### src/rtl/sw_debounce_pkg.sv
// rtl/sw_debounce_pkg.sv - shared types and default constants for the switch debouncer
package sw_debounce_pkg;

   typedef enum logic {
      DB_STABLE  = 1'b0,
      DB_PENDING = 1'b1
   } db_state_t;

   localparam int SW_WIDTH         = 16;
   localparam int SW_STABLE_CYCLES = 1000;

endpackage

### src/rtl/sw_debounce_db_bit.sv
// rtl/sw_debounce_db_bit.sv - one switch bit: two-flop synchroniser, hold counter, FSM and edge pulses
module db_bit
   import sw_debounce_pkg::*;
#(
   parameter int STABLE_CYCLES = SW_STABLE_CYCLES,
   parameter int CNT_W         = $clog2(STABLE_CYCLES + 1)
) (
   input  logic clk,
   input  logic rst,
   input  logic sw_in,
   output logic sw_db,
   output logic rise,
   output logic fall
);

   localparam logic [CNT_W-1:0] CNT_ONE  = CNT_W'(1);
   localparam logic [CNT_W-1:0] CNT_LAST = CNT_W'(STABLE_CYCLES - 1);

   logic             s1_q, s1_d;
   logic             s2_q, s2_d;
   db_state_t        state_q, state_d;
   logic [CNT_W-1:0] cnt_q, cnt_d;
   logic             db_q, db_d;
   logic             rise_q, rise_d;
   logic             fall_q, fall_d;
   logic             flip;

   always_comb begin
      s1_d    = sw_in;
      s2_d    = s1_q;
      state_d = state_q;
      cnt_d   = cnt_q;
      db_d    = db_q;
      rise_d  = 1'b0;
      fall_d  = 1'b0;
      flip    = 1'b0;

      case (state_q)
         DB_STABLE: begin
            if (s2_q != db_q) begin
               // a one-cycle hold time needs no counting at all
               if (STABLE_CYCLES == 1) begin
                  flip = 1'b1;
               end else begin
                  state_d = DB_PENDING;
                  cnt_d   = CNT_ONE;
               end
            end
         end
         DB_PENDING: begin
            if (s2_q == db_q) begin
               state_d = DB_STABLE;
               cnt_d   = '0;
            end else if (cnt_q == CNT_LAST) begin
               flip    = 1'b1;
               state_d = DB_STABLE;
               cnt_d   = '0;
            end else begin
               cnt_d = cnt_q + CNT_ONE;
            end
         end
         default: begin
            state_d = DB_STABLE;
            cnt_d   = '0;
         end
      endcase

      if (flip) begin
         db_d   = s2_q;
         rise_d = s2_q;
         fall_d = ~s2_q;
      end
   end

   always_ff @(posedge clk or posedge rst) begin
      if (rst) begin
         s1_q    <= 1'b0;
         s2_q    <= 1'b0;
         state_q <= DB_STABLE;
         cnt_q   <= '0;
         db_q    <= 1'b0;
         rise_q  <= 1'b0;
         fall_q  <= 1'b0;
      end else begin
         s1_q    <= s1_d;
         s2_q    <= s2_d;
         state_q <= state_d;
         cnt_q   <= cnt_d;
         db_q    <= db_d;
         rise_q  <= rise_d;
         fall_q  <= fall_d;
      end
   end

   assign sw_db = db_q;
   assign rise  = rise_q;
   assign fall  = fall_q;

endmodule

### src/rtl/sw_debounce.sv
// rtl/sw_debounce.sv - debounces a vector of raw slide switches into a clean registered vector with edge pulses
module sw_debounce
   import sw_debounce_pkg::*;
#(
   parameter int WIDTH         = SW_WIDTH,
   parameter int STABLE_CYCLES = SW_STABLE_CYCLES,
   parameter int CNT_W         = $clog2(STABLE_CYCLES + 1)
) (
   input  logic             clk,
   input  logic             rst,
   input  logic [WIDTH-1:0] sw,
   output logic [WIDTH-1:0] sw_db,
   output logic [WIDTH-1:0] rise,
   output logic [WIDTH-1:0] fall,
   output logic             changed
);

   for (genvar i = 0; i < WIDTH; i++) begin : g_bit
      db_bit #(
         .STABLE_CYCLES (STABLE_CYCLES),
         .CNT_W         (CNT_W)
      ) u_bit (
         .clk   (clk),
         .rst   (rst),
         .sw_in (sw[i]),
         .sw_db (sw_db[i]),
         .rise  (rise[i]),
         .fall  (fall[i])
      );
   end

   assign changed = |(rise | fall);

endmodule

### config.mk
export PLATFORM = sky130hd
export DESIGN_NAME = sw_debounce
export DESIGN_NICKNAME = d
export VERILOG_FILES = /design/src/rtl/sw_debounce_pkg.sv /design/src/rtl/sw_debounce_db_bit.sv /design/src/rtl/sw_debounce.sv
export SDC_FILE = /design/constraint.sdc
export NUM_CORES = 1
export LEC_CHECK = 0
export CAP_MARGIN = 30
export CORE_MARGIN = 8
export CORE_UTILIZATION = 30
export CTS_CLUSTER_SIZE = 40
export DETAILED_ROUTE_END_ITERATION = 8
export GPL_TIMING_DRIVEN = 1
export PLACE_DENSITY_LB_ADDON = 0.2
export SYNTH_ARGS = -nofsm -noshare
export SYNTH_HDL_FRONTEND = slang
export SYNTH_SLANG_ARGS = --single-unit
### constraint.sdc
create_clock -name clk -period 8.95 [get_ports clk]
set_input_delay 1.79 -clock clk [delete_from_list [all_inputs] [get_ports clk]]
set_output_delay 1.79 -clock clk [all_outputs]
set_load 0.02 [all_outputs]
# --- Word-level counts from Yosys, hierarchy flattened ---
# Cells that the tools add are included.
# W data, S select, Z words.
word_totals:
  ff_bits: 256
classes:
  n_eq_ne: 64
  n_reduce_logical: 1
  mux: 208
  n_addsub: 16
  bitwise: 33
op_table:
  columns: ["operator", "n"]
  rows:
  - ["$mux W10", 48]
  - ["$pmux W10 S2", 16]
  - ["$add A10 B1 Y10 const B", 16]
  - ["$eq A10 B10 Y1 const B", 16]
  - ["$mux W1", 128]
  - ["$ne A2 B1 Y1 const B", 16]
  - ["$not A1 Y1", 32]
  - ["$pmux W1 S2", 16]
  - ["$eq A1 B1 Y1", 16]
  - ["$ne A1 B1 Y1", 16]
  - ["$or A16 B16 Y16", 1]
  - ["$reduce_or A16 Y1", 1]

# --- Depth between registers and ports, before layout ---
# Gate-level depths: netlist (run 1).
logic_depth:
  depth_word: 5
  mapped_depth: 6
  depth_no_buf: 5

# --- Hierarchy ---
# A second synthesis (run 1) with hierarchy kept.
hier_totals:
  cells_unflattened: 1179
  area_unflattened_um2: 12747.2
by_module_without_submodules:
  columns: ["module", "n_inst", "cells_per_inst", "area_per_inst_um2"]
  rows:
  - ["db_bit", 16, 73, 792.0]
  - ["sw_debounce", 1, 11, 75.1]

# --- Worst setup path before layout (run 1) ---
# No wires, ideal clock.
synth_path:
  path_type: "flip-flop to output port"
  startpoint: "register g_bit[12].u_bit.rise_q"
  endpoint: "output changed"
  required_time_ps: 7160
  arrival_time_ps: 1065
  n_path_buf: 0
  setup_slack_ps: 6095
  path_stages_with_launch: 4
  cell_sequence: "dfrtp_1 > nor4_1 > nand4_1 > or2_2"
synth_via:
  elab_chain_cells: 2
synth_lines:
  columns: ["item", "line", "text"]
  rows:
  - ["start, declared", "sw_debounce_db_bit.sv:24", "logic rise_q, rise_d;"]
  - ["start signal, assigned", "sw_debounce_db_bit.sv:90", "rise_q <= rise_d;"]
  - ["$or A16 B16 Y16", "sw_debounce.sv:32", "assign changed = |(rise | fall);"]
  - ["$reduce_or A16 Y1", "sw_debounce.sv:32", null]
  - ["end, declared", "sw_debounce.sv:15", "output logic changed"]
# Every way passes these cells.

# --- Final worst setup path (run 1) ---
layout_path:
  startpoint: "register g_bit[12].u_bit.fall_q"
  endpoint: "output changed"
layout_via:
  elab_chain_cells: 2
layout_lines:
  columns: ["item", "line", "text"]
  rows:
  - ["start, declared", "sw_debounce_db_bit.sv:25", "logic fall_q, fall_d;"]
  - ["start signal, assigned", "sw_debounce_db_bit.sv:91", "fall_q <= fall_d;"]
  - ["$or A16 B16 Y16", "sw_debounce.sv:32", null]
  - ["$reduce_or A16 Y1", "sw_debounce.sv:32", null]
# Every way passes these cells.

==> impl_results.md, run 1 <==
* Status: complete, no violations
* CTS sink cnt at 256
* Commonest non-fill, non-tap cell in the layout: dfrtp_1
* Critical path class: reg2out
* Width of the die at 223 µm
* CTS clock-pin slew for the worst setup and hold paths at 0.05 ns
* Hold Crit Class: reg2reg
* Pwr dens at roughly 190 nW/µm²
* Reg2reg path depth at 5
* Maximum level of the CTS H-tree at 2
* Wirelength per Cell at 15.4 µm
* Largest net degree at the start of global routing at 107
* Post-Syn Nets at 1262
* Vias in the first global route at 9290
* Max Root-Sink Buffers at 3
* Worst setup EP type: output pin
* Hpwl dp at 19000 µm
* Core box area at 42000 µm²
* Ratio of cells with drive above 1 in the final layout at 0.0848
* DRC at 0
* Synth Warn # at 0
* Routability cong. at 0.774
* First drt pass iteration count at 4
* Min cycle time layout at about 4.5 ns
* Fin. Hold Viols at 0
* Post-route ant nets at 0
* Netlist Area Pre-Place at 12800 µm²
* Synth async-reset ratio at 1.00
* Post-synth top area share at 0.500
* Port Buffers at 66
* Yosys top cell by area: dfrtp_1
* Global-route wire length before repair at approximately 48000 µm
* Hold_buf cts at 0
* Initial DRC Count at 493
* Switch Pwr at 665 µW
* FP Rows at 75
* WHS at 0.345 ns
* Register bit count reported by yosys at 256
* Syn_area_per_cell at 10.4 µm²
* Post-synthesis sequential area ratio at 0.500
* CTS tree: done
* # fillers at 4200
* Post-Route Skew at 0.0111 ns
* R2r startpoint: g_bit[7].u_bit.cnt_q[0]$_DFFE_PP0P_
* Post-route clock period utilization at 0.501
* Top cells by area in the synthesized netlist: dfrtp_1 (50%), nand2_1 (3.0%), buf_4 (2.9%)
* Crit path DAT at 2.70 ns
* Peak VDD IR at 0.114 mV
* Clock root cell: clkbuf_16
* Clk Latency, worst-skew pair at approximately 0.52 ns
* Post-CTS resize count at 0
* Worst EP required at just over 7 ns
* Count of pins over their slew limit at 0
* Comb pwr share at 0.064
* Sw frac at 0.237
* Yosys cell types at 74
* Critical path capture point: changed
* Max-Cap Viols at 0
* Commonest non-fill, non-tap cells in the layout: dfrtp_1 (256), nand2_1 (104), nand3_1 (68)
* Post-CTS Setup Bufs at 0
* Static Leak at just over 6 nW
* Hold path start: g_bit[11].u_bit.s1_q$_DFF_PP0_
* Reg2reg end: g_bit[7].u_bit.rise$_DFF_PP0_
* Flop pwr share at 0.462
* Post-synth top flop: dfrtp_1
* Die ar. at slightly below 50000 µm²
* Slew HR at 0.299
* IO Pins at 67
* Max Fanout on Critical Path at 2
* GRT overflow at 0
* Initial Util at 0.304
* Vias per cell at 5.20
* Clock power share at 0.474
* CP startpoint kind: flip-flop
* Post-synth EDFFs at 0
* P_int at 2.14 mW
* WL final at 27900 µm
* Vias at between 9000 and 10000
* Final Setup Violations at 0
* Worst Tran Pin Value at approximately 1.0 ns
* Total GRT Usage at 0.114
* Achievable Freq at 223 MHz
* Post-layout nets at about 1300
* Die Y at 223 µm
* Reg-to-reg slack, setup at 6.66 ns
* Area delta synth->final at 15.6%
* Synthesized instance count at 1228
* Final setup TNS at 0 ns
* CP Launch Point: g_bit[12].u_bit.fall$_DFF_PP0_
* Initial antenna violation count at 2
* RSZ-0062 raised after global routing: no
* CTS Buf Count at 34
==> per-layer routing <==
| metal | GRT usage | share of wire | vias up |
|---|---|---|---|
| met5 | 0 | 0.00057 | - |
| met4 | 0.0365 | 0.021 | 2 |
| met2 | 0.176 | 0.45 | 134 |
| met3 | 0.0375 | 0.057 | 38 |
| met1 | 0.149 | 0.47 | 4603 |
| li1 | - | - | 4658 |
==> final cells by class <==
| cell class | count | area [µm²] | area share |
|---|---|---|---|
| Multi-Input combinational cell | 872 | 5790 | 0.391 |
| Clock inverter | 8 | 90.1 | 0.00609 |
| Antenna cell | 1 | 2.50 | 0.000169 |
| Timing Repair Buffer | 73 | 751 | 0.0507 |
| Tap cell | 539 | 674 | 0.0456 |
| Inverter | 17 | 71.3 | 0.00482 |
| Sequential cell | 256 | 6410 | 0.433 |
| Clock buffer | 48 | 1020 | 0.0687 |
==> worst max-delay path, cell delays in order (launching register included) <==
cell	delay, ns
dfrtp_1	0.37
nor4_1	0.64
nand4_1	0.24
or2_2	0.38
clkdlybuf4s50_1	0.55
==> power groups by stage <==
stage | sequential (mW) | combinational [mW] | clock (mW)
2_1_floorplan | 1.29 | 0.144 | 0
3_3_place_gp | 1.31 | 0.177 | 0
3_5_place_dp | 1.31 | 0.182 | 0
4_1_cts | 1.29 | 0.183 | 1.39
5_1_grt | 1.31 | 0.208 | 1.44
6_report | 1.30 | 0.180 | 1.33
==> kinds of logic after synthesis <==
logic type	Yosys count	share of synthesized area
simple gates	511	0.228
compound gates	275	0.156
flops	256	0.500
buf+inv	100	0.0474
xor+xnor	42	0.0287
mux	28	0.0237
fa+ha+maj	16	0.0156
==> Yosys cell counts (3+ instances only) <==
library cell,n
nand2b_1,15
nand3b_1,3
a31oi_1,57
buf_6,3
nor2_1,58
or4_1,4
nor4bb_1,3
inv_1,17
and3_1,27
nor3b_1,47
or2_2,11
nand3_1,68
ha_1,16
nor4_1,27
and2_1,33
xor2_1,24
nand2_1,104
nor3_1,27
nand4_1,34
o22a_1,3
o31ai_1,7
nor4b_1,4
o21ai_0,36
clkbuf_1,11
and4_1,9
o311ai_0,21
a41oi_1,15
a22o_1,33
mux2i_1,10
dfrtp_1,256
o211ai_1,4
or3_1,7
a32o_1,5
buf_4,49
buf_2,18
mux2_2,18
xnor2_1,18
a32oi_1,3
o21a_1,20
nand4b_1,9
a21oi_1,37
a21o_1,10
==> per-stage QoR <==
step / power [mW] / setup WS [ns] / area [µm²] / utilization / instances
detailed placement: 1.49 / 4.75 / 13700 / 0.325 / 1756
global placement: 1.49 / 4.59 / 13600 / 0.324 / 1753
finish: 2.80 / 4.46 / 14800 / 0.352 / 1814
floorplan: 1.44 / 0.118 / 12800 / - / 1228
CTS: 2.87 / 4.17 / 14800 / 0.351 / 1812
global route: 2.95 / 4.21 / 14800 / 0.352 / 1813
==> state kept, by name, indices dropped and copies added (netlist names) <==
name,count
g_bit.u_bit.s2_q,16
g_bit.u_bit.fall,16
g_bit.u_bit.s1_q,16
g_bit.u_bit.rise,16
g_bit.u_bit.sw_db,16
g_bit.u_bit.cnt_q,160
g_bit.u_bit.state_q,16
==> worst min path at each step <==
| stage | endpoint | cells past startpoint |
|---|---|---|
| 2_1_floorplan | g_bit[0].u_bit.s2_q$_DFF_PP0_ | 0 |
| 3_3_place_gp | g_bit[11].u_bit.s2_q$_DFF_PP0_ | 0 |
| 3_5_place_dp | g_bit[11].u_bit.s2_q$_DFF_PP0_ | 0 |
| 4_1_cts | g_bit[13].u_bit.s2_q$_DFF_PP0_ | 0 |
| 5_1_grt | g_bit[12].u_bit.s2_q$_DFF_PP0_ | 0 |
| 6_report | g_bit[11].u_bit.s2_q$_DFF_PP0_ | 0 |
Note: power is estimated with default switching activity, not from simulation.
==> inputs of run 2 (changes only) <==
==> constraint.sdc (replaced) <==
create_clock -name clk -period 4.6 [get_ports clk]
set_input_delay 0.92 -clock clk [delete_from_list [all_inputs] [get_ports clk]]
set_output_delay 0.92 -clock clk [all_outputs]
set_load 0.02 [all_outputs]
==> impl_results.md, run 2 (synthesis results as in run 1) <==
* Status: complete, no violations
* First drt pass iteration count at 5
* Crit path DAT at roughly 2.6 ns
* Comb pwr share at 0.060
* DP Area at 13700 µm²
* Reg-to-reg slack, setup at around 2.5 ns
* Clock power share at 0.502
* Ratio of cells with drive above 1 in the final layout at 0.0898
* Wirelength per Cell at 15.3 µm
* Final core occ at 0.356
* Maximum level of the CTS H-tree at 2
* Fin. Hold Viols at 0
* Worst Tran Pin Value at slightly above 0.8 ns
* Reg area at 6410 µm²
* Clk Latency, worst-skew pair at 0.52 ns
* Area delta synth->final at 16.8%
* R2r startpoint: g_bit[3].u_bit.cnt_q[0]$_DFFE_PP0P_
* Achievable Freq at between 200 and 300 MHz
* CTS clock-pin slew for the worst setup and hold paths at around 0.05 ns
* Hpwl dp at 19200 µm
* Clock root cell: clkbuf_16
* Vias per cell at 5.18
* Area of the multi-input gates at 5790 µm²
* FP Rows at 75
* Critical path class: reg2out
* Finished Cell Area at 14900 µm²
* Switch Pwr at 1.33 mW
* Width of the die at about 220 µm
* Port Buffers at between 60 and 70
* Static Leak at between 6 and 7 nW
* CP Launch Point: g_bit[0].u_bit.fall$_DFF_PP0_
* ANT cells at 0
* Max-Cap Viols at 0
* Post-CTS resize count at 0
* Max Fanout on Critical Path at 2
* Vias at 9414
* Commonest non-fill, non-tap cells in the layout: dfrtp_1 (256), nand2_1 (104), nand3_1 (68)
* CP startpoint kind: flip-flop
* # fillers at between 4000 and 5000
* Commonest non-fill, non-tap cell in the layout: dfrtp_1
* Vias in the first global route at 9046
* Initial antenna violation count at 0
* Post-route ant nets at 0
* DRC at 0
* Largest net degree at the start of global routing at ~110
* P_int at 4.42 mW
* Final Instance Count excl. Fillers at about 1800
* Global-route wire length before repair at between 40000 and 50000 µm
* Count of pins over their slew limit at 0
* CTS tree: done
* CTS sink cnt at 256
* Core box area at ~42000 µm²
* Initial Util at 0.304
* RSZ-0062 raised after global routing: no
* Min cycle time layout at ~3.5 ns
* CTS Buf Count at 34
* Post-route clock period utilization at 0.767
* Post-layout nets at 1289
* GRT overflow at 0
* Reg2reg path depth at 5
* Slew HR at 0.453
* Peak VDD IR at 0.202 mV
* Max reg flops at 160
* Total GRT Usage at 0.113
* Flop pwr share at 0.438
* Hold_buf cts at 0
* Max Root-Sink Buffers at 3
* Final setup TNS at 0 ns
* Critical path capture point: changed
* IO Pins at 67
* WL final at 27900 µm
* Worst setup EP type: output pin
* Post-CTS Setup Bufs at 0
* Cells after DPL at between 1500 and 2000
* Die ar. at 49500 µm²
* Most flop-heavy register: g_bit.u_bit.cnt_q
* Worst EP required at 3.68 ns
* Pwr dens at 385 nW/µm²
* Hold Crit Class: reg2reg
* Post-Route Skew at 0.0189 ns
* Reg2reg end: g_bit[3].u_bit.cnt_q[8]$_DFFE_PP0P_
* Total power draw at roughly 5.8 mW
* Initial DRC Count at 472
* Sw frac at 0.232
* Final Setup Violations at 0
* Die Y at approximately 220 µm
* Routability cong. at approximately 0.8
==> run 2: cell count changes in the layout (fill, tap and decap cells not counted), sizes merged <==
| cell | before | now |
|---|---|---|
| clkinv | 6 | 4 |
| inv | 17 | 16 |
| buf | 7 | 8 |
| clkinvlp | 0 | 1 |
| diode | 1 | 0 |
| bufinv | 2 | 5 |
| clkbuf | 48 | 52 |
==> run 2: critical path, stage by stage (launching register included) <==
cell	delay [ns]
dfrtp_1	0.38
nor4_1	0.54
nand4_1	0.26
or2_2	0.37
clkdlybuf4s50_1	0.55
==> run 2: through the flow <==
step | hold slack (ns) | worst slack, ns
5_1_grt | 0.354 | 0.860
3_3_place_gp | 0.334 | 1.41
3_5_place_dp | 0.337 | 1.38
4_1_cts | 0.351 | 0.799
6_report | 0.348 | 1.07
2_1_floorplan | 0.331 | 0.308
==> run 2: power by group through the flow <==
stage          combinational (mW)  clock [mW]  sequential [mW]
3_3_place_gp                0.347           0             2.55
3_5_place_dp                0.355           0             2.55
2_1_floorplan               0.281           0             2.51
5_1_grt                     0.404        3.08             2.55
6_report                    0.347        2.89             2.52
4_1_cts                     0.356        3.00             2.52
==> run 2: worst min-delay path by stage <==
| stage | end | start | cells after the start |
|---|---|---|---|
| floorplan | g_bit[0].u_bit.s2_q$_DFF_PP0_ | g_bit[0].u_bit.s1_q$_DFF_PP0_ | 0 |
| global placement | g_bit[10].u_bit.s2_q$_DFF_PP0_ | g_bit[10].u_bit.s1_q$_DFF_PP0_ | 0 |
| detailed placement | g_bit[11].u_bit.s2_q$_DFF_PP0_ | g_bit[11].u_bit.s1_q$_DFF_PP0_ | 0 |
| CTS | g_bit[10].u_bit.s2_q$_DFF_PP0_ | g_bit[10].u_bit.s1_q$_DFF_PP0_ | 0 |
| global route | g_bit[13].u_bit.s2_q$_DFF_PP0_ | g_bit[13].u_bit.s1_q$_DFF_PP0_ | 0 |
| finish | g_bit[0].u_bit.s2_q$_DFF_PP0_ | g_bit[0].u_bit.s1_q$_DFF_PP0_ | 0 |
==> run 2: routing by layer <==
layer,vias up,GRT usage,routed length [µm]
met5,-,0,0
met2,153,0.173,12500
met1,4548,0.152,13300
li1,4667,-,-
met4,0,0.0440,750
met3,46,0.0296,1410
==> run 2: cell type report <==
type,instances,share of cell area
inverters,17,0.00452
flip-flops and latches,256,0.429
clock inverters,9,0.0114
clock buffers,52,0.0724
multi-input cells,872,0.387
repair buffers,74,0.0507
well taps,539,0.0451
==> inputs of run 3 (changes only) <==
==> constraint.sdc (replaced) <==
create_clock -name clk -period 3.5 [get_ports clk]
set_input_delay 0.7 -clock clk [delete_from_list [all_inputs] [get_ports clk]]
set_output_delay 0.7 -clock clk [all_outputs]
set_load 0.02 [all_outputs]
==> impl_results.md, run 3 (synthesis results as in run 1) <==
* Reg-to-reg slack, setup at 1.37 ns
* Global-route wire length before repair at ~47000 µm
* Final Setup Violations at 0
* Commonest non-fill, non-tap cells in the layout: dfrtp_1 (256), nand2_1 (104), nand3_1 (68)
* Hold Path Sink: g_bit[13].u_bit.s2_q$_DFF_PP0_
* CTS clock-pin slew for the worst setup and hold paths at 0.06 ns
* Die ar. at between 40000 and 50000 µm²
* Port Buffers at between 60 and 70
* CTS sink cnt at 256
* Pwr dens at 495 nW/µm²
* CP peak stage delay at 0.55 ns
* Post-route clock period utilization at 0.930
* Static Leak at 6.15 nW
* Die Y at 223 µm
* Reg2reg path depth at 5
* Family with the most delay on the worst path: simple AND/OR/NAND/NOR gates
* Width of the die at 223 µm
* Core box area at approximately 42000 µm²
* Worst Tran Pin Value at 0.759 ns
* Slew HR at 0.490
* Fin. Hold Viols at 0
* Post-route ant nets at 0
* Vias at 9380
* DRC at 0
* Hold Crit Class: reg2reg
* Post-CTS resize count at 0
* Most flop-heavy register: g_bit.u_bit.cnt_q
* Max-Cap Viols at 0
* Post-Place Worst Slack at 0.750 ns
* Most Used Layer, Global Route: met2
* Finished Cell Area at 14900 µm²
* First drt pass iteration count at 5
* Clock root cell: clkbuf_16
* DP Area at 13700 µm²
* WHS at 0.347 ns
* Cell-by-cell trace of the critical path: nor4_1 > nand4_1 > or2_2 > clkdlybuf4s50_1
* IO Pins at 67
* Achievable Freq at 307 MHz
* Total GRT Usage at 0.113
* Initial Util at 0.304
* R2r startpoint: g_bit[3].u_bit.cnt_q[0]$_DFFE_PP0P_
* Post-CTS Setup Bufs at 0
* Peak VDD IR at 0.410 mV
* Met2 Use GR at 0.177
* # fillers at around 4200
* Post-Route Skew at 0.0154 ns
* CTS Buf Count at 31
* Crit-path slowest cell: clkdlybuf4s50_1
* Final setup TNS at 0 ns
* Post-layout nets at 1289
* Commonest non-fill, non-tap cell in the layout: dfrtp_1
* Setup ws final at about 0.25 ns
* Worst setup EP type: output pin
* Worst EP required at roughly 2.8 ns
* Initial antenna violation count at 0
* RSZ-0062 raised after global routing: no
* Largest net degree at the start of global routing at 103
* Count of pins over their slew limit at 0
* Reg2reg end: g_bit[3].u_bit.cnt_q[8]$_DFFE_PP0P_
* GRT overflow at 0
* Wirelength per Cell at 15.4 µm
* Critical path class: reg2out
* Max Root-Sink Buffers at 3
* Vias in the first global route at 9055
* WL final at 28000 µm
* Area delta synth->final at 16.2%
* Hold Path Depth at 0
* Maximum level of the CTS H-tree at 1
* CP startpoint kind: flip-flop
* Initial DRC Count at about 530
* Vias per cell at 5.16
* ANT cells at 0
* Max reg flops at 160
* Hold_buf cts at 0
* Max Fanout on Critical Path at 2
* Status: complete, no violations
* GR Layer Usage met1 at 0.152
* Total power draw at roughly 7.4 mW
* M3 GR Usage at 0.0287
* Min cycle time layout at 3.25 ns
* Crit path DAT at 2.55 ns
* Clk Latency, worst-skew pair at 0.57 ns
* Reg area at roughly 6400 µm²
* FP Rows at 75
* Hold path start: g_bit[13].u_bit.s1_q$_DFF_PP0_
* CTS tree: done
* Routability cong. at 0.802
* Buf+Inv Stages, Crit Path at 1
* Area of the multi-input gates at between 5000 and 6000 µm²
* Ratio of cells with drive above 1 in the final layout at 0.0930
* Hpwl dp at 19200 µm
-- run 3: power by group --
part | internal [mW] | switching (mW) | total, mW
clock network | 2.27 | 1.33 | 3.60
registers | 3.11 | 0.196 | 3.31
logic | 0.201 | 0.256 | 0.456
-- run 3: through the flow --
stage / util / cells
floorplan: - / 1228
global placement: 0.326 / 1761
detailed placement: 0.326 / 1761
CTS: 0.354 / 1819
global route: 0.354 / 1819
finish: 0.354 / 1819
-- run 3: final cells by class --
| type | instances | share of cell area |
|---|---|---|
| clock buffers | 38 | 0.0580 |
| clock inverters | 20 | 0.0200 |
| inverters | 17 | 0.00454 |
| multi-input cells | 872 | 0.389 |
| flip-flops and latches | 256 | 0.431 |
| well taps | 539 | 0.0453 |
| repair buffers | 77 | 0.0525 |
-- run 3: metal layers --
layer	vias up	wire length, µm
met3	46	1570
met5	-	0
met4	0	554
met1	4543	13400
met2	140	12400
li1	4651	-
-- run 3: worst max-delay path by stage --
stage	to	slack (ns)	cells past startpoint	from
after floorplan	g_bit[0].u_bit.cnt_q[0]$_DFFE_PP0P_	-0.57	1	rst
after global placement	changed	0.77	4	g_bit[12].u_bit.fall$_DFF_PP0_
after detailed placement	changed	0.75	4	g_bit[12].u_bit.fall$_DFF_PP0_
after CTS	changed	0.12	4	g_bit[12].u_bit.fall$_DFF_PP0_
after global routing	changed	0.13	4	g_bit[12].u_bit.fall$_DFF_PP0_
final	changed	0.25	4	g_bit[12].u_bit.fall$_DFF_PP0_
